$ cat config.mk
export PLATFORM = sky130hd
export DESIGN_NAME = valu_seq
export DESIGN_NICKNAME = d
export VERILOG_FILES = /design/src/rtl/valu_seq.sv
export SDC_FILE = /design/constraint.sdc
export NUM_CORES = 1
export LEC_CHECK = 0
export CORE_AREA = 2 2 223 225
export CTS_CLUSTER_DIAMETER = 30
export DETAILED_ROUTE_END_ITERATION = 10
export DIE_AREA = 0 0 225 227
export DONT_BUFFER_PORTS = 1
export PLACE_DENSITY_LB_ADDON = 0.2
export SLEW_MARGIN = 15
export SYNTH_ARGS = -nofsm -noshare
export SYNTH_HDL_FRONTEND = slang
export SYNTH_SLANG_ARGS = --single-unit
$ cat constraint.sdc
create_clock -name clk -period 6.5 [get_ports clk]
set_input_delay 0.975 -clock clk [delete_from_list [all_inputs] [get_ports clk]]
set_output_delay 0.975 -clock clk [all_outputs]
set_load 0.01 [all_outputs]
$ cat src/rtl/valu_seq.sv
// valu_seq: issue/sequencing controller for the 64-bit vector ALU.
// Accepts one vector instruction over valid/ready, checks it for legality,
// then walks the destination register group one register at a time:
// read both sources (RD), drive the vALU and capture its result (EX),
// write the captured result back to the VRF (WB).
// While an instruction is in flight this block is the only VRF writer.

module valu_seq #(
    parameter int VLEN = 64,
    parameter int NREG = 32,
    parameter int RA_W = 5
) (
    input  logic            clk,
    input  logic            rst,

    input  logic            in_valid,
    output logic            in_ready,
    input  logic [3:0]      in_op,
    input  logic [2:0]      in_sew,
    input  logic [1:0]      in_lmul,
    input  logic [RA_W-1:0] in_vs1,
    input  logic [RA_W-1:0] in_vs2,
    input  logic [RA_W-1:0] in_vd,
    input  logic [VLEN-1:0] in_scalar,

    output logic [RA_W-1:0] vrf_raddr1,
    output logic [RA_W-1:0] vrf_raddr2,
    input  logic [VLEN-1:0] vrf_rdata1,
    input  logic [VLEN-1:0] vrf_rdata2,
    output logic            vrf_we,
    output logic [RA_W-1:0] vrf_waddr,
    output logic [VLEN-1:0] vrf_wdata,

    output logic [3:0]      valu_op,
    output logic [2:0]      valu_sew,
    output logic [VLEN-1:0] valu_in1,
    output logic [VLEN-1:0] valu_in2,
    output logic [VLEN-1:0] valu_scalar,
    input  logic [VLEN-1:0] valu_result,

    output logic            busy,
    output logic            done,
    output logic            illegal
);

    typedef enum logic [1:0] {
        IDLE = 2'd0,
        RD   = 2'd1,
        EX   = 2'd2,
        WB   = 2'd3
    } state_t;

    state_t state_q, state_d;

    // Latched instruction fields, valid from the accept edge onwards
    logic [3:0]      op_q;
    logic [2:0]      sew_q;
    logic [1:0]      lmul_q;
    logic [RA_W-1:0] vs1_q;
    logic [RA_W-1:0] vs2_q;
    logic [RA_W-1:0] vd_q;
    logic [VLEN-1:0] scalar_q;

    // Register index within the group (0..G-1), G is at most 8
    logic [2:0]      regIdx_q, regIdx_d;

    // vALU result captured at the end of EX and presented during WB
    logic [VLEN-1:0] wdata_q;

    // One-cycle rejection pulse, raised the cycle after a bad accept
    logic            illegal_q;

    logic            accept;
    logic [3:0]      grpSize;
    logic [RA_W-1:0] grpMaskRa;
    logic [RA_W+1:0] vdEnd;
    logic            opLegal;
    logic            sewLegal;
    logic            alignedOk;
    logic            fitsOk;
    logic            instrLegal;
    logic [2:0]      lastIdx;
    logic            lastReg;

    assign accept = in_valid && in_ready;

    // Legality of the instruction currently offered on the input port.
    // Alignment to G guarantees source and destination groups are either
    // identical or disjoint, which is what makes in-place operation safe.
    always_comb begin
        grpSize    = 4'd1 << in_lmul;
        grpMaskRa  = RA_W'(grpSize - 4'd1);
        vdEnd      = {2'b00, in_vd} + (RA_W+2)'(grpSize);
        opLegal    = (in_op <= 4'hB);
        sewLegal   = (in_sew <= 3'd3);
        alignedOk  = ((in_vs1 & grpMaskRa) == '0) &&
                     ((in_vs2 & grpMaskRa) == '0) &&
                     ((in_vd  & grpMaskRa) == '0);
        fitsOk     = (vdEnd <= (RA_W+2)'(NREG));
        instrLegal = opLegal && sewLegal && alignedOk && fitsOk;
    end

    // Last register of the group is index G-1 of the latched group size
    always_comb begin
        lastIdx = 3'((4'd1 << lmul_q) - 4'd1);
        lastReg = (regIdx_q == lastIdx);
    end

    // State register; reset aborts any instruction in flight immediately
    always_ff @(posedge clk or posedge rst) begin
        if (rst) begin
            state_q  <= IDLE;
            regIdx_q <= 3'd0;
        end else begin
            state_q  <= state_d;
            regIdx_q <= regIdx_d;
        end
    end

    // Next-state and register-index sequencing: RD -> EX -> WB per register
    always_comb begin
        state_d  = state_q;
        regIdx_d = regIdx_q;
        case (state_q)
            IDLE: begin
                regIdx_d = 3'd0;
                if (accept && instrLegal) begin
                    state_d = RD;
                end
            end
            RD: begin
                state_d = EX;
            end
            EX: begin
                state_d = WB;
            end
            WB: begin
                if (lastReg) begin
                    state_d  = IDLE;
                    regIdx_d = 3'd0;
                end else begin
                    state_d  = RD;
                    regIdx_d = regIdx_q + 3'd1;
                end
            end
            default: begin
                state_d  = IDLE;
                regIdx_d = 3'd0;
            end
        endcase
    end

    // Instruction capture on accept; fields are only ever used while busy
    always_ff @(posedge clk or posedge rst) begin
        if (rst) begin
            op_q     <= 4'd0;
            sew_q    <= 3'd0;
            lmul_q   <= 2'd0;
            vs1_q    <= '0;
            vs2_q    <= '0;
            vd_q     <= '0;
            scalar_q <= '0;
        end else if (accept) begin
            op_q     <= in_op;
            sew_q    <= in_sew;
            lmul_q   <= in_lmul;
            vs1_q    <= in_vs1;
            vs2_q    <= in_vs2;
            vd_q     <= in_vd;
            scalar_q <= in_scalar;
        end
    end

    // Result capture at the end of EX, plus the rejection pulse
    always_ff @(posedge clk or posedge rst) begin
        if (rst) begin
            wdata_q   <= '0;
            illegal_q <= 1'b0;
        end else begin
            if (state_q == EX) begin
                wdata_q <= valu_result;
            end
            illegal_q <= accept && !instrLegal;
        end
    end

    // Moore outputs decoded from the current state
    always_comb begin
        in_ready    = 1'b0;
        busy        = 1'b0;
        done        = 1'b0;
        vrf_raddr1  = '0;
        vrf_raddr2  = '0;
        vrf_we      = 1'b0;
        vrf_waddr   = '0;
        valu_op     = 4'd0;
        valu_sew    = 3'd0;
        valu_in1    = '0;
        valu_in2    = '0;
        valu_scalar = '0;
        case (state_q)
            IDLE: begin
                in_ready = 1'b1;
            end
            RD: begin
                busy        = 1'b1;
                valu_op     = op_q;
                valu_sew    = sew_q;
                valu_scalar = scalar_q;
                vrf_raddr1  = vs1_q + RA_W'(regIdx_q);
                vrf_raddr2  = vs2_q + RA_W'(regIdx_q);
            end
            EX: begin
                busy        = 1'b1;
                valu_op     = op_q;
                valu_sew    = sew_q;
                valu_scalar = scalar_q;
                valu_in1    = vrf_rdata1;
                valu_in2    = vrf_rdata2;
            end
            WB: begin
                busy        = 1'b1;
                valu_op     = op_q;
                valu_sew    = sew_q;
                valu_scalar = scalar_q;
                vrf_we      = 1'b1;
                vrf_waddr   = vd_q + RA_W'(regIdx_q);
                done        = lastReg;
            end
            default: begin
                in_ready = 1'b0;
            end
        endcase
    end

    assign vrf_wdata = wdata_q;
    assign illegal   = illegal_q;

endmodule

== Word level (Yosys, flattened, before mapping) ==
Index checks and enable logic that the tools add are counted.
Word-level totals
  bits in registers: 158
  input port bits: 283
  logic and storage cells: 63
Cells by class
  bitwise operators: 3
  multiplexer cells: 17
  add/subtract/negate cells: 7
  equality and inequality tests: 5
  magnitude comparators: 3
  shift operators: 2
  reductions and logical operators: 15
Operators with widths (count)
  two-way mux 64 bit: 3
  adder 5 x 3 -> 5 bit: 3
  AND 5 bit: 3
  logical NOT 5 bit: 3
  two-way mux 5 bit: 3
  logical AND 1 bit: 8
  one-hot mux 2 bit (4 select lines): 1
  adder 5 x 4 -> 6 bit: 1
  <= comparator 6 bit (second input constant): 1
  two-way mux 3 bit: 2
  one-hot mux 3 bit (2 select lines): 1
  two-way mux 1 bit: 5
  subtractor 4 x 1 -> 5 bit (second input constant): 1
  == test 2 bit (second input constant): 2
  <= comparator 4 bit (second input constant): 1
  two-way mux 4 bit: 1
  << shifter 1 x 2 -> 4 bit (first input constant): 1
  adder 3 x 1 -> 3 bit (second input constant): 1
  == test 3 bit: 1
  <= comparator 3 x 2 -> 1 bit (second input constant): 1
  OR reduction 3 bit: 1
  << shifter 1 x 2 -> 3 bit (first input constant): 1
  subtractor 3 x 1 -> 3 bit (second input constant): 1
  == test 2 x 1 -> 1 bit (second input constant): 1
  5 further kinds: 5

== Longest topological paths before layout ==
Gate-level depths: netlist (run 1).
  word-level depth: 11
  mapped depth: 10
  depth with buffers taken out: 10

== Worst setup path before layout (run 1) ==
OpenSTA, ideal clock, no wires.
  path kind: input-to-reg
  start point: input in_lmul[0]
  end point: register state_q[1]
  arrival time: 2.969 ns
  stages: 10
  slack: 3.403 ns
  cells stage by stage: or2_1 inv_2 ha_1 inv_1 fa_1 and2_0 a22oi_1 a41oi_1 a31oi_1 mux2_1
Between the ends
  longest elaborated chain between the ends: 10
  elaborated cells on any way between the ends: 16
RTL lines
  start, declared: line 20  | input logic [1:0] in_lmul,
  << shifter 1 x 2 -> 4 bit *: line 91  | grpSize = 4'd1 << in_lmul;
  parallel branches: the longest is 6 deep, another holds adder 5 x 4 -> 6 bit
  logical AND 1 bit *: line 100  | instrLegal = opLegal && sewLegal && alignedOk && fitsOk;
  logical AND 1 bit *: line 127  | if (accept && instrLegal) begin
  != test 2 bit (no line) *
  end signal, assigned: line 115  | state_q <= state_d;
  end, declared: line 53  | state_t state_q, state_d;
Mark *: on every way between the ends.
A chain may end at the register's enable or synchronous reset.

== Worst setup path after layout (run 1) ==
  start point: register state_q[0]
  end point: output valu_scalar[7]
Between the ends
  longest elaborated chain between the ends: 3
  elaborated cells on any way between the ends: 5
RTL lines
  == test 2 bit / == test 2 x 1 -> 1 bit (equally long branches): line 201  | case (state_q)
  OR reduction 3 bit (no line) *
  two-way mux 64 bit *: line 201
  end, declared: line 38  | output logic [VLEN-1:0] valu_scalar,
Mark *: on every way between the ends. The rest lies on a longest branch, timed or not.

==> impl_metrics.py, run 1 <==
metrics = {
    "clock_tree": {
        "clk_pin_slew_worst_paths_ns": 0.07,
        "cts-buffers-inserted": 17,
        "cts_setup_buffers": 0,
        "ctsResizeCount": 0,
        "cts.hold.buffers_added": 0,
        "cts_tree": "done",
        "cts_max_level": 4,
        "clkSinkCount": 158,
        "root_buffer": "clkbuf_16",
        "clk_latency_ns": 0.47,
        "clk_path_buf_depth": 2,
    },
    "timing": {
        "period_minus_slack_ns": 3.53,
        "drv_slew": 0,
        "hold_violations": 0,
        "setup_viol": 0,
        "tns_ns": 0,
        "hold_slack_ns": 0.495,
        "max_freq_mhz": 284,
        "final.period_utilization_pct": 54.2,
        "timing.slew.headroom_pct": 24.8,
        "rsz0062_at_grt": "false",
        "worst_pin_slew_ns": 1.13,
        "fin_worst_skew_ns": 0.0124,
    },
    "setup_path": {
        "r2r_end": "scalar_q[31]$_DFFE_PP0P_",
        "cp.arrival_ns": 2.55,
        "critPathMaxFanout": 62,
        "path_class": "register to output port",
        "reg2reg_depth": 6,
        "r2r_setup_slack_ns": 3.38,
        "worstReg2RegStart": "state_q[0]$_DFFE_PP0P_",
        "end_kind": "output port",
        "cp-start-kind": "register",
        "required_ns": 5.52,
    },
    "floorplanning": {
        "dieArea_sq_mm": 0.0511,
        "core_area_sq_mm": 0.0485,
        "die_h_um": 227,
        "die_w_um": 225,
        "io_pins": 566,
        "row_count": 81,
        "start_util_pct": 16.4,
    },
    "pwr": {
        "powerDensity_mw_per_mm2": 548,
        "p_leak_nw": 3.80,
        "power_mw": 5.09,
        "peakVddDrop_v": 0.000242,
    },
    "logic_synthesis": {
        "ys_seq_area_share_pct": 49.8,
        "async_reset_ff_share_pct": 100,
        "synth_nets": 965,
        "ys_ff_latch": 158,
        "synth.distinct_cells": 41,
        "synth_edf_count": 0,
        "ys_warn_count": 0,
        "synthFlopType": "dfrtp_1",
        "synthCells": 660,
        "synth_area_per_cell_sq_um": 12.0,
        "synth.cell_area_sq_mm": 0.00794,
    },
    "flow_run": {
        "max-cap-violations": 0,
    },
    "placed_design": {
        "hpwl_um": 20200,
        "portBuffers": 0,
        "placed_area_sq_mm": 0.00865,
        "gp_congestion": 0.865,
    },
    "detailed_routing": {
        "drt_iter0_markers": 119,
        "drt-vias-per-instance": 3.85,
        "ant_nets": 0,
        "wl_um": 26600,
        "drtPass1Iterations": 4,
        "vias": 4959,
        "drc": 0,
        "avgRoutedWirePerCell_um": 20.6,
    },
    "grt": {
        "grtUsageMet2_pct": 16.6,
        "gr-usage-met3_pct": 4.96,
        "gr-total-overflow": 0,
        "gr-usage-met1_pct": 10.5,
        "grt_first_pass_wirelength_um": 36600,
        "antenna_found_initial": 9,
        "grt_busiest_layer": "met2",
        "grt_usage_pct": 10.1,
        "grt_pass1_vias": 5203,
        "grt_start_max_net_pins": 193,
    },
    "status": {
        "status": "finished, final reports clean",
    },
    "min_path": {
        "hold_path_class": "input port to async pin",
    },
    "cells_and_area": {
        "syn_to_final_growth_pct": 17.0,
        "design_area_sq_mm": 0.00928,
        "drive_gt1_share_pct": 29.9,
        "nets": 951,
        "final_util_pct": 19.1,
    },
}
## synth_stat cells (all sizes together) (6+ instances only)
cell type | n | share of area [%]
and2 | 145 | 11
ha | 18 | 2.8
nand2 | 8 | 0.38
mux2 | 152 | 22
inv | 10 | 0.47
dfrtp | 158 | 50
buf | 8 | 0.44
xnor2 | 6 | 0.66
a21o | 7 | 0.66
clkbuf | 30 | 1.4
a21oi | 6 | 0.38
nor2b | 71 | 5.6
## metal layers
layer	share of wire, %	wire (um)	vias up
met1	37	9760	2433
met4	4.2	1120	6
met3	9.4	2490	46
met5	0.15	40	-
li1	-	-	2178
met2	50	13200	296
## state kept, by name, summed over array words and instances (netlist names)
| register | count |
|---|---|
| sew_q | 3 |
| vs2_q | 5 |
| scalar_q | 64 |
| vrf_wdata | 64 |
| state_q | 2 |
| vd_q | 5 |
| lmul_q | 2 |
| op_q | 4 |
| vs1_q | 5 |
| illegal | 1 |
| regIdx_q | 3 |
## logic make-up (layout without fill, tap and decap cells)
family | after synthesis | in the layout | share of synthesized area [%]
multiplexers | 152 | 152 | 21.6
AO/OA/AOI/OAI | 29 | 29 | 2.59
buffers and inverters | 48 | 47 | 2.33
XOR/XNOR | 10 | 10 | 1.10
flip-flops | 158 | 158 | 49.8
other | 0 | 6 | 0
AND/OR/NAND/NOR | 241 | 241 | 18.8
adder cells (fa/ha/maj) | 22 | 22 | 3.85
## power breakdown
| group | switching [mW] | total (mW) | internal, mW |
|---|---|---|---|
| Sequential | 0.449 | 1.94 | 1.49 |
| Clock | 0.487 | 1.10 | 0.617 |
| Combinational | 1.15 | 2.05 | 0.896 |
| Total | 2.09 | 5.09 | 3.00 |
## layout make-up
class,instances,area (sq um)
Clock inverter,15,198
Timing Repair Buffer,5,50.0
Fill cell,5316,39300
Antenna cell,6,15.0
Tap cell,622,778
Sequential cell,158,3950
Inverter,10,42.5
Clock buffer,17,425
Multi-Input combinational cell,454,3820
## metrics by stage
stage	std cells	setup slack, ns
after floorplan	660	1.26
after global placement	1249	3.18
after detailed placement	1249	3.14
after CTS	1281	2.76
after global routing	1287	2.73
final	1287	2.97
## worst max-delay path: stages (launching register included)
cell and delay, ns:
dfrtp_1 0.41, inv_1 0.19, ha_2 0.49, buf_4 0.63
nor2b_1 0.28
## worst max-delay path by stage
stage	start	cells past startpoint	to	slack, ns
2_1_floorplan	rst	1	illegal$_DFF_PP0_	1.26
3_3_place_gp	in_lmul[0]	10	state_q[1]$_DFFE_PP0P_	3.18
3_5_place_dp	in_lmul[0]	10	state_q[1]$_DFFE_PP0P_	3.14
4_1_cts	state_q[0]$_DFFE_PP0P_	4	valu_scalar[7]	2.76
5_1_grt	state_q[0]$_DFFE_PP0P_	4	valu_scalar[7]	2.73
6_report	state_q[0]$_DFFE_PP0P_	4	valu_scalar[7]	2.97
## placed cells by master, fill, tap and decap left out, types with 6 or more instances in the layout
cell type / synthesis / routed
dfrtp_1: 158 / 158
mux2_2: 151 / 151
and2_1: 143 / 143
nor2b_1: 71 / 71
clkbuf_16: 0 / 17
ha_1: 18 / 16
inv_1: 9 / 8
nand2_1: 8 / 7
a21o_1: 7 / 7
diode_2: 0 / 6
a21oi_1: 6 / 6
xnor2_1: 6 / 6
inv_6: 0 / 6
Power figures use the tool's default switching activity.
==> run 2: changes to the inputs <==
==> constraint.sdc (replaced) <==
create_clock -name clk -period 3.6 [get_ports clk]
set_input_delay 0.54 -clock clk [delete_from_list [all_inputs] [get_ports clk]]
set_output_delay 0.54 -clock clk [all_outputs]
set_load 0.01 [all_outputs]
==> run 2 against run 1 <==
Utilization increased by 0.14 points. Sequential power rose by 81%. Clock skew is 0.023 ns higher. Critical path depth unchanged. Critical endpoint is now done. Highest routed layer unchanged.
==> impl_metrics.py, run 2 (synthesized netlist as in run 1, its figures left out) <==
metrics = {
    "cells_and_area": {
        "fillerInstances": 5285,
        "syn_to_final_growth_pct": 17.8,
        "mostFrequentLayoutCell": "dfrtp_1",
        "drive_gt1_share_pct": 29.9,
        "finalNonFillerCells": 1292,
        "nets": 955,
        "most-common-layout-cells": "dfrtp_1, mux2_2, and2_1",
    },
    "detailed_routing": {
        "drtPass1Iterations": 4,
        "ant_nets": 0,
        "drt-vias-per-instance": 3.88,
        "wl_um": 28200,
        "avgRoutedWirePerCell_um": 21.8,
        "vias": 5016,
        "drt_iter0_markers": 137,
        "drc": 0,
    },
    "timing": {
        "setup_viol": 0,
        "hold_violations": 0,
        "max_freq_mhz": 334,
        "setup_slack_ns": 0.605,
        "rsz0062_at_grt": "false",
        "tns_ns": 0,
        "timing.slew.headroom_pct": 48.4,
        "drv_slew": 0,
        "period_minus_slack_ns": 2.99,
        "fin_worst_skew_ns": 0.0350,
        "worst_pin_slew_ns": 0.772,
        "final.period_utilization_pct": 83.2,
    },
    "placed_design": {
        "gp_congestion": 0.868,
        "place_inst": 1253,
        "hpwl_um": 22000,
        "portBuffers": 0,
        "place_ws_ns": 0.664,
    },
    "clock_tree": {
        "clkSinkCount": 158,
        "cts.hold.buffers_added": 0,
        "cts_max_level": 4,
        "cts_setup_buffers": 0,
        "ctsResizeCount": 0,
        "root_buffer": "clkbuf_16",
        "cts_tree": "done",
        "clk_latency_ns": 0.48,
        "clk_path_buf_depth": 2,
        "clk_pin_slew_worst_paths_ns": 0.07,
        "cts-buffers-inserted": 17,
    },
    "pwr": {
        "p_leak_nw": 3.84,
        "powerDensity_mw_per_mm2": 984,
        "peakVddDrop_v": 0.000414,
    },
    "floorplanning": {
        "dieArea_sq_mm": 0.0511,
        "die_w_um": 225,
        "die_h_um": 227,
        "row_count": 81,
        "core_area_sq_mm": 0.0485,
        "start_util_pct": 16.4,
        "io_pins": 566,
    },
    "setup_path": {
        "end_kind": "output port",
        "r2r_setup_slack_ns": 1.33,
        "critPathMaxFanout": 11,
        "cp.arrival_ns": 2.45,
        "endpoint": "done",
        "cp-start-kind": "register",
        "startpoint": "regIdx_q[1]$_DFFE_PP0P_",
        "r2r_end": "vrf_wdata[45]$_DFFE_PP0N_",
        "worstReg2RegStart": "state_q[0]$_DFFE_PP0P_",
        "required_ns": 3.06,
        "reg2reg_depth": 5,
        "path_class": "register to output port",
    },
    "flow_run": {
        "max-cap-violations": 0,
    },
    "grt": {
        "grt_first_pass_wirelength_um": 38000,
        "grt_start_max_net_pins": 81,
        "antenna_found_initial": 22,
        "grt_usage_pct": 10.7,
        "gr-total-overflow": 0,
        "grt_pass1_vias": 5174,
    },
    "min_path": {
        "hold_path_class": "input port to async pin",
    },
    "status": {
        "status": "finished, final reports clean",
    },
}
-- run 2: changes by cell type in the layout (fill, tap and decap cells not counted), moves of 3 or more --
cell      before  now
inv_8          3    0
clkinv_2       0    4
buf_12         1    5
inv_6          6    2
clkbuf_1       0    3
-- run 2: where the power goes --
group / internal, mW / total [mW] / switching [mW]
clock: 1.13 / 1.91 / 0.788
combinational: 1.68 / 3.78 / 2.10
sequential: 2.69 / 3.51 / 0.816
-- run 2: metrics by stage --
stage	hold WS (ns)	cell area, sq um	utilization, %	power (mW)
6_report	0.0671	9350	19.3	9.20
3_5_place_dp	0.485	8730	18.0	7.41
2_1_floorplan	0.471	7940	-	6.35
5_1_grt	0.101	9340	19.2	9.83
3_3_place_gp	0.479	8730	18.0	7.41
4_1_cts	0.0590	9330	19.2	9.43
-- run 2: worst max-delay path: stages, from the launching register on --
cell	delay [ns]
dfrtp_1	0.56
or3_1	0.45
a21boi_0	0.15
o21ai_0	0.25
a21boi_0	0.58
-- run 2: area by class of cell --
class	instances	area (sq um)	share of cell area, %
Tap cell	622	778	8.32
Clock inverter	10	135	1.45
Antenna cell	7	17.5	0.187
Sequential cell	158	3950	42.3
Timing Repair Buffer	9	130	1.39
Clock buffer	22	464	4.96
Multi-Input combinational cell	454	3830	41.0
Inverter	10	41.3	0.442
-- run 2: metal layers --
metal	part of all wire [%]	wire (um)	vias to the layer above	global-route usage (%)
li1	-	-	2180	-
met5	0.29	82	-	0
met4	3.9	1090	12	5.98
met1	36	10300	2439	11.1
met3	8.8	2490	61	5.23
met2	51	14200	324	17.9
-- run 2: worst min-delay path by stage --
| stage | start | endpoint | slack (ns) |
|---|---|---|---|
| floorplan | scalar_q[16]$_DFFE_PP0P_ | scalar_q[16]$_DFFE_PP0P_ | 0.47 |
| global placement | scalar_q[5]$_DFFE_PP0P_ | scalar_q[5]$_DFFE_PP0P_ | 0.48 |
| detailed placement | scalar_q[15]$_DFFE_PP0P_ | scalar_q[15]$_DFFE_PP0P_ | 0.48 |
| CTS | rst | vrf_wdata[8]$_DFFE_PP0N_ | 0.06 |
| global route | rst | vrf_wdata[8]$_DFFE_PP0N_ | 0.10 |
| finish | rst | vrf_wdata[8]$_DFFE_PP0N_ | 0.07 |
==> run 3: changes to the inputs <==
--- a/config.mk
+++ b/config.mk
@@ -5,10 +5,10 @@
 export SDC_FILE = /design/constraint.sdc
 export NUM_CORES = 1
 export LEC_CHECK = 0
-export CORE_AREA = 2 2 223 225
+export CORE_AREA = 2 2 221 223
 export CTS_CLUSTER_DIAMETER = 30
 export DETAILED_ROUTE_END_ITERATION = 10
-export DIE_AREA = 0 0 225 227
+export DIE_AREA = 0 0 223 225
 export DONT_BUFFER_PORTS = 1
 export PLACE_DENSITY_LB_ADDON = 0.2
 export SLEW_MARGIN = 15
==> constraint.sdc (replaced) <==
create_clock -name clk -period 2.7 [get_ports clk]
set_input_delay 0.405 -clock clk [delete_from_list [all_inputs] [get_ports clk]]
set_output_delay 0.405 -clock clk [all_outputs]
set_load 0.01 [all_outputs]
==> run 3 against run 2 <==
First-iteration DRC count down 5.8%. Utilization up 0.52 points. Sequential share of layout area is 0.22 points lower. Clock skew decreased by 0.024 ns. Sequential power increased by 34%.
==> impl_metrics.py, run 3 (synthesized netlist as in run 1, its figures left out) <==
metrics = {
    "pwr": {
        "powerDensity_mw_per_mm2": 1300,
        "power_mw": 12.3,
        "p_int_mw": 7.24,
        "p_leak_nw": 3.86,
        "p_seq_share_pct": 38.4,
        "pwr-share-comb_pct": 42.3,
        "swShare_pct": 41.0,
        "clkPwrFrac_pct": 19.3,
        "peakVddDrop_v": 0.000495,
        "power.switching_mw": 5.03,
    },
    "floorplanning": {
        "io_pins": 566,
        "dieArea_sq_mm": 0.0502,
        "die_w_um": 223,
        "core_area_sq_mm": 0.0475,
        "row_count": 80,
        "start_util_pct": 16.7,
        "die_h_um": 225,
    },
    "timing": {
        "drv_slew": 0,
        "worst_pin_slew_ns": 0.650,
        "rsz0062_at_grt": "false",
        "max_freq_mhz": 390,
        "period_minus_slack_ns": 2.56,
        "final.period_utilization_pct": 94.9,
        "setup_viol": 0,
        "hold_violations": 0,
        "timing.slew.headroom_pct": 56.7,
        "fin_worst_skew_ns": 0.0111,
        "tns_ns": 0,
    },
    "placed_design": {
        "place_inst": 1254,
        "gp_congestion": 0.850,
        "hpwl_um": 21600,
        "placed_area_sq_mm": 0.00879,
        "portBuffers": 0,
    },
    "cells_and_area": {
        "finalNonFillerCells": 1295,
        "syn_to_final_growth_pct": 18.5,
        "final_util_pct": 19.8,
        "nets": 965,
        "mostFrequentLayoutCell": "dfrtp_1",
        "most-common-layout-cells": "dfrtp_1, mux2_2, and2_1",
        "drive_gt1_share_pct": 31.2,
        "design_area_sq_mm": 0.00941,
    },
    "setup_path": {
        "path_class": "register to output port",
        "critPathMaxFanout": 8,
        "crit_slowest_cell": "dfrtp_2",
        "reg2reg_depth": 5,
        "slowest_delay_ns": 0.47,
        "worstReg2RegStart": "state_q[0]$_DFFE_PP0P_",
        "cp.arrival_ns": 2.16,
        "crit_family": "adder cells",
        "end_kind": "output port",
        "r2r_end": "scalar_q[6]$_DFFE_PP0P_",
        "cp-start-kind": "register",
        "worstPathCellList": "ha_1 > fa_1 > a21o_1 > nand2_1 > xnor2_1 > and2_1",
        "r2r_setup_slack_ns": 0.75,
        "required_ns": 2.30,
        "path_buf_inv": 0,
    },
    "clock_tree": {
        "cts-buffers-inserted": 17,
        "clk_latency_ns": 0.46,
        "clk_pin_slew_worst_paths_ns": 0.07,
        "root_buffer": "clkbuf_16",
        "clk_path_buf_depth": 2,
        "clkSinkCount": 158,
        "cts_max_level": 4,
        "cts_tree": "done",
    },
    "min_path": {
        "holdPathStages": 1,
        "hold_end": "vs1_q[2]$_DFFE_PP0P_",
        "min_from": "in_vs1[2]",
        "hold_path_class": "input port to register",
    },
    "status": {
        "status": "finished, final reports clean",
    },
    "grt": {
        "antenna_found_initial": 14,
        "grt_pass1_vias": 5331,
        "grt_start_max_net_pins": 97,
        "grt_usage_pct": 11.0,
        "grt_first_pass_wirelength_um": 39500,
        "gr-total-overflow": 0,
    },
    "detailed_routing": {
        "vias": 5097,
        "ant_nets": 0,
        "drt-vias-per-instance": 3.94,
        "drc": 0,
        "drt_iter0_markers": 129,
        "drtPass1Iterations": 4,
        "wl_um": 28100,
        "avgRoutedWirePerCell_um": 21.7,
    },
    "flow_run": {
        "max-cap-violations": 0,
    },
}
==> run 3: routing by layer <==
metal | global-route usage, % | vias up | routed length [um]
li1 | - | 2205 | -
met1 | 12.4 | 2551 | 11100
met2 | 18.3 | 289 | 14000
met3 | 3.68 | 50 | 1900
met4 | 6.21 | 2 | 1160
met5 | 0 | - | 11
==> run 3: cell type report <==
cell class              count  area [sq um]
repair buffers             19           228
clock inverters            11           109
clock buffers              21           450
multi-input cells         454          3830
fillers                  5156         38100
well taps                 615           769
flip-flops and latches    158          3960
inverters                  10          41.3
diodes                      7          17.5
==> run 3: stage by stage <==
stage          hold WS, ns  worst slack [ns]
2_1_floorplan        0.471             0.173
3_3_place_gp         0.427            0.0293
3_5_place_dp         0.418          -0.00627
4_1_cts             0.0325            0.0435
5_1_grt             0.0414            0.0196
6_report            0.0866             0.138
==> run 3: power by group through the flow <==
stage / Clock, mW / Sequential, mW / Combinational [mW]
CTS: 2.49 / 4.77 / 5.31
global placement: 0 / 4.78 / 5.20
finish: 2.37 / 4.71 / 5.20
floorplan: 0 / 4.35 / 4.11
global route: 2.59 / 4.88 / 5.66
detailed placement: 0 / 4.79 / 5.21
==> run 3: what timing repair did <==
item                                    4_1_cts  5_1_grt
pin swaps                                     1        0
hold endpoints to repair                     79        0
setup buffers                                 1        0
hold buffers                                  1        0
endpoints found under the setup margin       35        1
gates resized for setup                       3        1
==> run 3: worst max-delay path by stage <==
stage | startpoint | end | slack (ns) | depth (start not counted)
2_1_floorplan | in_lmul[0] | state_q[1]$_DFFE_PP0P_ | 0.17 | 10
3_3_place_gp | in_lmul[0] | state_q[1]$_DFFE_PP0P_ | 0.03 | 10
3_5_place_dp | in_lmul[0] | state_q[1]$_DFFE_PP0P_ | -0.006 | 10
4_1_cts | regIdx_q[0]$_DFFE_PP0P_ | vrf_raddr1[4] | 0.04 | 6
5_1_grt | regIdx_q[0]$_DFFE_PP0P_ | vrf_raddr1[4] | 0.02 | 6
6_report | regIdx_q[0]$_DFFE_PP0P_ | vrf_waddr[4] | 0.14 | 6
